--- src/rtl/dsp_uart_tx.sv ---
// dsp_uart_tx: bus-fed console output; buffers bytes in a small FIFO and shifts them out as 8N1 UART frames.
// Optional macro DSP_UART_PARITY_EN inserts an even-parity bit before STOP (8E1 frames).
module dsp_uart_tx #(
    parameter int CLK_DIV = 16,
    parameter int FIFO_AW = 3
) (
    input  logic               clk,
    input  logic               rst,
    input  logic [15:0]        in,
    input  logic               dsp_in_en,
    input  logic               ovf_clr,
    output logic               tx,
    output logic               busy,
    output logic               full,
    output logic               empty,
    output logic [FIFO_AW:0]   count,
    output logic               overflow
);
    localparam int DEPTH = 2 ** FIFO_AW;
    localparam int TW    = $clog2(CLK_DIV);
    localparam logic [TW-1:0]    T_LAST  = TW'(CLK_DIV - 1);
    localparam logic [FIFO_AW:0] DEPTH_C = (FIFO_AW + 1)'(DEPTH);

`ifdef DSP_UART_PARITY_EN
    typedef enum logic [2:0] {IDLE, START, DATA, PARITY, STOP} state_t;
`else
    typedef enum logic [1:0] {IDLE, START, DATA, STOP} state_t;
`endif

    state_t             state_q, state_d;
    logic [TW-1:0]      timer_q, timer_d;
    logic [2:0]         bit_q, bit_d;
    logic [7:0]         shift_q, shift_d;
    logic               tx_q, tx_d;
`ifdef DSP_UART_PARITY_EN
    logic               parity_q, parity_d;
`endif
    logic [FIFO_AW-1:0] wr_ptr_q, rd_ptr_q;
    logic [FIFO_AW:0]   count_q;
    logic               ovf_q;
    logic [7:0]         mem [DEPTH];
    logic               push, pop, bit_done;
    logic [7:0]         rd_data;
    logic               unused_bus_hi;

    // Only the low byte of the bus carries a character.
    assign unused_bus_hi = ^in[15:8];

    assign full     = (count_q == DEPTH_C);
    assign empty    = (count_q == '0);
    assign push     = dsp_in_en && !full;
    assign rd_data  = mem[rd_ptr_q];
    assign bit_done = (timer_q == T_LAST);

    always_ff @(posedge clk) begin
        if (push) mem[wr_ptr_q] <= in[7:0];
    end

    always_ff @(posedge clk or negedge rst) begin
        if (!rst) begin
            wr_ptr_q <= '0;
            rd_ptr_q <= '0;
            count_q  <= '0;
            ovf_q    <= 1'b0;
        end else begin
            if (push) wr_ptr_q <= wr_ptr_q + 1'b1;
            if (pop)  rd_ptr_q <= rd_ptr_q + 1'b1;
            case ({push, pop})
                2'b10:   count_q <= count_q + 1'b1;
                2'b01:   count_q <= count_q - 1'b1;
                default: count_q <= count_q;
            endcase
            // A dropped write outranks a clear in the same cycle.
            if (dsp_in_en && full) ovf_q <= 1'b1;
            else if (ovf_clr)      ovf_q <= 1'b0;
        end
    end

    always_comb begin
        state_d = state_q;
        timer_d = timer_q;
        bit_d   = bit_q;
        shift_d = shift_q;
        pop     = 1'b0;
`ifdef DSP_UART_PARITY_EN
        parity_d = parity_q;
`endif
        if (state_q != IDLE) timer_d = bit_done ? '0 : timer_q + 1'b1;

        case (state_q)
            IDLE: begin
                if (!empty) begin
                    pop     = 1'b1;
                    state_d = START;
                    timer_d = '0;
                end
            end
            START: begin
                if (bit_done) begin
                    state_d = DATA;
                    bit_d   = '0;
                end
            end
            DATA: begin
                if (bit_done) begin
                    shift_d = {1'b0, shift_q[7:1]};
                    bit_d   = bit_q + 1'b1;
`ifdef DSP_UART_PARITY_EN
                    if (bit_q == 3'd7) state_d = PARITY;
`else
                    if (bit_q == 3'd7) state_d = STOP;
`endif
                end
            end
`ifdef DSP_UART_PARITY_EN
            PARITY: begin
                if (bit_done) state_d = STOP;
            end
`endif
            STOP: begin
                if (bit_done) begin
                    if (!empty) begin
                        pop     = 1'b1;
                        state_d = START;
                    end else begin
                        state_d = IDLE;
                    end
                end
            end
            default: state_d = IDLE;
        endcase

        if (pop) begin
            shift_d = rd_data;
`ifdef DSP_UART_PARITY_EN
            parity_d = ^rd_data;
`endif
        end

        // tx is registered from the state being entered so it changes exactly on bit boundaries.
        tx_d = 1'b1;
        case (state_d)
            START:   tx_d = 1'b0;
            DATA:    tx_d = shift_d[0];
`ifdef DSP_UART_PARITY_EN
            PARITY:  tx_d = parity_d;
`endif
            default: tx_d = 1'b1;
        endcase
    end

    always_ff @(posedge clk or negedge rst) begin
        if (!rst) begin
            state_q  <= IDLE;
            timer_q  <= '0;
            bit_q    <= '0;
            shift_q  <= '0;
            tx_q     <= 1'b1;
`ifdef DSP_UART_PARITY_EN
            parity_q <= 1'b0;
`endif
        end else begin
            state_q  <= state_d;
            timer_q  <= timer_d;
            bit_q    <= bit_d;
            shift_q  <= shift_d;
            tx_q     <= tx_d;
`ifdef DSP_UART_PARITY_EN
            parity_q <= parity_d;
`endif
        end
    end

    assign tx       = tx_q;
    assign busy     = (state_q != IDLE);
    assign count    = count_q;
    assign overflow = ovf_q;

endmodule

--- config.mk ---
export PLATFORM = sky130hd
export DESIGN_NAME = dsp_uart_tx
export DESIGN_NICKNAME = d
export VERILOG_FILES = /design/src/rtl/dsp_uart_tx.sv
export SDC_FILE = /design/constraint.sdc
export NUM_CORES = 1
export LEC_CHECK = 0
export ABC_AREA = 1
export CORE_MARGIN = 5
export CORE_UTILIZATION = 53
export CTS_CLUSTER_SIZE = 28
export DETAILED_ROUTE_END_ITERATION = 6
export PLACE_DENSITY = 0.74
export SYNTH_ARGS = -nofsm -noshare
export SYNTH_HDL_FRONTEND = slang
export SYNTH_SLANG_ARGS = --single-unit
--- constraint.sdc ---
create_clock -name clk -period 2.19 [get_ports clk]
set_input_delay 0.438 -clock clk [delete_from_list [all_inputs] [get_ports clk]]
set_output_delay 0.438 -clock clk [all_outputs]
set_load 0.01 [all_outputs]
# Yosys cells after proc, flatten, opt, wreduce, memory -nomap -nowiden
# Memories as Yosys holds them, arrays and structs flattened.
# Index checks and enable logic that the tools add are counted.
dict set report op_classes {
  div_mod_pow 0
  shifts 0
  n_eq_ne 12
  addsub 6
  n_reduce_logical 13
  bitwise_logic 0
  multipliers 0
  mux 26
  order_cmp 0
}
# op n
set ops {}
lappend ops {{2-to-1 mux 8 bit} 3}
lappend ops {{2-to-1 mux 4 bit} 4}
lappend ops {{nonzero test 2 bit} 6}
lappend ops {{2-to-1 mux 2 bit} 5}
lappend ops {{adder 3 x 1 -> 3 bit, second input constant} 3}
lappend ops {{adder 4 x 1 -> 4 bit, second input constant} 2}
lappend ops {{equality test 2 bit, second input constant} 4}
lappend ops {{equality test 4 bit, second input constant} 2}
lappend ops {{one-hot mux 2 bit (4 select lines)} 1}
lappend ops {{one-hot mux 4 bit (2 select lines)} 1}
lappend ops {{2-to-1 mux 1 bit} 7}
lappend ops {{equality test 2 x 1 -> 1 bit, second input constant} 3}
lappend ops {{2-to-1 mux 3 bit} 2}
lappend ops {{one-hot mux 3 bit (2 select lines)} 1}
lappend ops {{logical NOT 4 bit} 1}
lappend ops {{!= test 2 bit, second input constant} 2}
lappend ops {{one-hot mux 1 bit (2 select lines)} 2}
lappend ops {{subtractor 4 x 1 -> 4 bit, second input constant} 1}
lappend ops {{equality test 3 bit, second input constant} 1}
lappend ops {{AND reduction 3 bit} 1}
lappend ops {{logical AND 1 bit} 2}
lappend ops {{logical NOT 2 bit} 1}
lappend ops {{AND reduction 2 bit} 1}
lappend ops {{logical NOT 1 bit} 1}
dict set report totals {
  reg_bits 29
  latchBits 0
  mem_bits_ro 0
  mem_count 1
  mem_bits_rw 64
  output_inout_bits 9
  elab_cells 68
  inputBits 20
}
# memory words word_bits rd rd_ports_with_merged_regs write_ports line_no
set mem_list {}
lappend mem_list {mem 8 8 1 0 1 41} ;# logic [7:0] mem [DEPTH];

# Longest topological paths before layout
dict set report logic_depth {
  depth_word 6
  depth_mapped 16
  mapped_depth_nobuf 15
}

# Worst setup path before layout
# OpenSTA, ideal clock, no wires.
dict set report synth_timing {
  path_kind {register to register}
  from {register state_q[0]}
  to {register count_q[2] (netlist: count[2])}
  path_slack_ns 0.005
  setup_time_ns 0.117
  arrival_ns 2.067
  path_buffers 1
  stages_incl_launch_ff 16
  synth_period_minus_slack_ns 2.185
  required_ns 2.073
  path_cell_list {dfrtp_1 -> inv_1 -> ha_1 -> inv_2 -> nand2_1 -> nand2_2 -> inv_2 -> buf_6 -> ha_1 -> xor2_1 -> ha_1 -> inv_1 -> nand2_1 -> nand2_1 -> nand3_1 -> nand2_1}
}
dict set report synth_between {
  elab_chain_len 4
  elab_cells_between_ends 7
  cone_classes {eq/ne (3); mux (2); reduce/logical (2)}
}
# element line_no
set synth_rtl {}
lappend synth_rtl {{start: declaration} 30} ;# state_t state_q, state_d;
lappend synth_rtl {{start signal: assignment} 163} ;# state_q <= state_d;
lappend synth_rtl {{equality test 2 bit or logical NOT 2 bit (tied branches)} 90} ;# case (state_q)
lappend synth_rtl {{one-hot mux 1 bit (2 select lines) *} 90}
lappend synth_rtl {{via pop} 42} ;# logic push, pop, bit_done;
lappend synth_rtl {{equality test 2 x 1 -> 1 bit or equality test 2 bit (tied branches)} 68} ;# case ({push, pop})
lappend synth_rtl {{one-hot mux 4 bit (2 select lines) or nonzero test 2 bit (tied branches)} n/a}
lappend synth_rtl {{end signal: assignment} 69} ;# 2'b10: count_q <= count_q + 1'b1;
lappend synth_rtl {{end signal: assignment} 70} ;# 2'b01: count_q <= count_q - 1'b1;
lappend synth_rtl {{end signal: assignment} 71} ;# default: count_q <= count_q;
lappend synth_rtl {{end: declaration} 39} ;# logic [FIFO_AW:0] count_q;
# Mark *: on every way through the listed nets, which the timed path passes. The rest lies on a longest branch.
# A chain may end at the register's enable or synchronous reset.

# Worst setup path after layout
dict set report layout_timing {
  from {register timer_q[0]}
  to {register count_q[2] (netlist: count[2])}
}
dict set report layout_between {
  elab_chain_len 5
  elab_cells_between_ends 7
  cone_classes {eq/ne (3); mux (3); reduce/logical (1)}
}
# element line_no
set layout_rtl {}
lappend layout_rtl {{start: declaration} 31} ;# logic [TW-1:0] timer_q, timer_d;
lappend layout_rtl {{start signal: assignment} 164} ;# timer_q <= timer_d;
lappend layout_rtl {{equality test 4 bit *} 53} ;# assign bit_done = (timer_q == T_LAST);
lappend layout_rtl {{2-to-1 mux 1 bit *} 121} ;# if (bit_done) begin
lappend layout_rtl {{one-hot mux 1 bit (2 select lines) *} 90}
lappend layout_rtl {{equality test 2 x 1 -> 1 bit or equality test 2 bit (tied branches)} 68}
lappend layout_rtl {{one-hot mux 4 bit (2 select lines) or nonzero test 2 bit (tied branches)} n/a}
# Mark *: on every way between the ends. The rest lies on a longest branch, timed or not.

==> impl_metrics.toml <==
[placement]
dpl_cell_area_um2 = 4512
io_buffers = 20
pre_cts_slack_ps = 99.48
place_congestion = 0.7956
hpwl_um = 4979

[status]
status = "complete, no violations"

[worst_setup_path]
startpoint_type = "flip-flop"
path_common_cell = "nand2_1"
crit_required_ps = 2440
cpPeakStageDelay_ps = 410
timing_worst_setup_path_type = "reg -> reg"
crit_path_top_delay_cell = "dfrtp_1"
worst-r2r-cell-count = 13
path_cells = "ha_1, nand4_1, nand2_1, nand2_2, inv_2, ha_2, xor2_2, ha_1, inv_1, nand2_1, nand2_1, nand3_1, nand2_1"
cp_max_fo = 4
r2r_slack_ps = 160
endpoint_kind = "flip-flop"
critPathArrivalTime_ps = 2280

[synth]
synthesis.area_um2 = 4128
seq_area_frac_synth_pct = 64.17
async_flop_share_pct = 31.18
synth_nets = 417
synth_cells = 386
synth_edf_count = 64
avgSynthCellArea_um2 = 10.69
ys_types = 32
ys_seq_elements = 93
synth_largest_area_cell = "edfxtp_1"
yosysWarnings = 0
synth_common_cells = "nand2_1 (106), nand3_1 (70), edfxtp_1 (64)"
yosysMostFrequentCell = "nand2_1"
synth_area_leaders = "edfxtp_1 (47%), dfrtp_1 (17%), nand2_1 (9.6%)"
yosys_most_used_dff = "edfxtp_1"
synthDominantCellAreaShare_pct = 46.56

[routing]
drtIter0Drc = 144
wl_um = 7862
avgRoutedWirePerCell_um = 14.78
drtPass1Iterations = 4
vias = 2772
postRouteAntennaNets = 0
post-route-drc-count = 0
viasPerCell = 5.211

[floorplan]
die_w_um = 98.25
fp.dieH_um = 98.25
start_util_pct = 53.98
dieArea_um2 = 9653
num_rows = 32
pin_count = 29
core_area_um2 = 7647

[worst_hold_path]
hp-class = "in -> async"

[final_layout]
finalNetCount = 457
drive_above_1_share_pct = 14.42
area_growth_syn_to_layout_pct = 16.10
finalInstanceArea_um2 = 4792
nFillCells = 577
antennaDiodeCount = 0
fin_util_pct = 62.66

[sta]
fin_skew_ps = 21.67
report.final.setup_viol = 0
fin_crit_sh_pct = 92.69
worst_pin_slew_ps = 578.4
min_period_ps = 2030
rsz0062_at_grt = "no"
maxSlewViolCount = 0
clock.fmax_ghz = 0.4927
slew_headroom_pct = 61.40
hold_violations = 0
tns_ps = 0
worst_slack_ps = 160.2
fin_hold_ws_ps = 469.4

[grt]
grt_max_degree = 34
antenna_found_initial = 0
grt_use_total_pct = 16.94
overflow = 0
grt_first_pass_wirelength_um = 12900
grt_pass1_vias = 2698

[cts]
cts_tree = "done"
numCtsBuffers = 9
clock_latency_ps = 360
cts_root_buf = "clkbuf_8"
cts_hold_buf = 0
htreeDepth = 3
cts_max_path_buffers = 2
clkSinkCount = 93
clk_pin_slew_ps = 100

[power]
p_leak_nw = 2.036
power_density_nw_per_um2 = 1256
max-vdd-ir-drop_v = 0.0006151

[job]
cap_violations = 0
## logic make-up after synthesis
logic type | synth area share [%]
buffers and inverters | 4.122
AOI/OAI and AO/OA | 3.516
xor gates and xnor gates | 1.698
DFF | 64.17
adders and majority gates | 3.334
and+or+nand+nor | 23.16
## critical path, delay by kind of cell (launching register included)
kind,cells,cell delay (ps)
fa+ha+maj,3,680
buf+inv,2,120
xor+xnor,1,190
simple gates,7,540
flops,1,410
## report_power, final
group	leakage, nW	internal [mW]	switching [mW]
Sequential	0.942	2.29	0.209
Combinational	0.990	0.882	1.43
Clock	0.103	0.643	0.573
Total	2.04	3.81	2.21
## cell type report
class                           instances  area [um2]  share of cell area, %
Clock inverter                          5       85.08                  1.775
Inverter                               25       98.84                  2.063
Multi-Input combinational cell        255        1331                  27.78
Tap cell                              102       127.6                  2.663
Clock buffer                           10       127.6                  2.663
Timing Repair Buffer                   42       369.1                  7.702
Sequential cell                        93        2653                  55.35
## path summary, 6_finish.rpt
| path | from | to |
|---|---|---|
| worst max-delay path | timer_q[0] | count[2] |
| min in group clk | bit_q[0] | bit_q[0] |
| worst max register to register | timer_q[0] | count[2] |
| worst min register to register | bit_q[0] | bit_q[0] |
| worst min-delay path | rst | count[2] |
| max in group asynchronous | rst | tx |
## placed cells by master (no fill, tap or decap), drive strengths merged, types with 2 or more instances in the layout
master         count
nor2              22
o221ai             2
nand4              4
nand2            111
inv               25
clkinv             2
nand3             73
clkbuf            10
dfrtp             28
a22o               2
bufinv             2
edfxtp            64
a21oi              3
xnor2              2
ha                11
dlymetal6s2s       2
xor2               6
clkdlybuf4s50     17
buf               22
or2                2
o21ai             16
## through the flow
stage | total power [mW] | cells
after floorplan | 4.016 | 386
after global placement | 4.651 | 512
after detailed placement | 4.723 | 512
after CTS | 5.952 | 528
after global routing | 6.472 | 532
final | 6.021 | 532
## what timing repair did
item,in CTS,in global routing
buffers inserted,1,4
setup endpoints to repair,3,4
pin swaps,0,0
gates resized for setup,3,8
gates cloned,0,0
## flip-flops by register name, indices dropped and copies added, names as in the netlist
register and flops:
bit_q 3, count 4, mem 64, overflow 1
rd_ptr_q 3, shift_q 8, state_q 2, timer_q 4
tx 1, wr_ptr_q 3
## metal layers
layer	part of all wire (%)	track usage [%]
met1	41	20.57
met2	52	29.84
met3	5.1	3.929
met4	1.5	5.567
met5	0	0
Power figures use the tool's default switching activity.
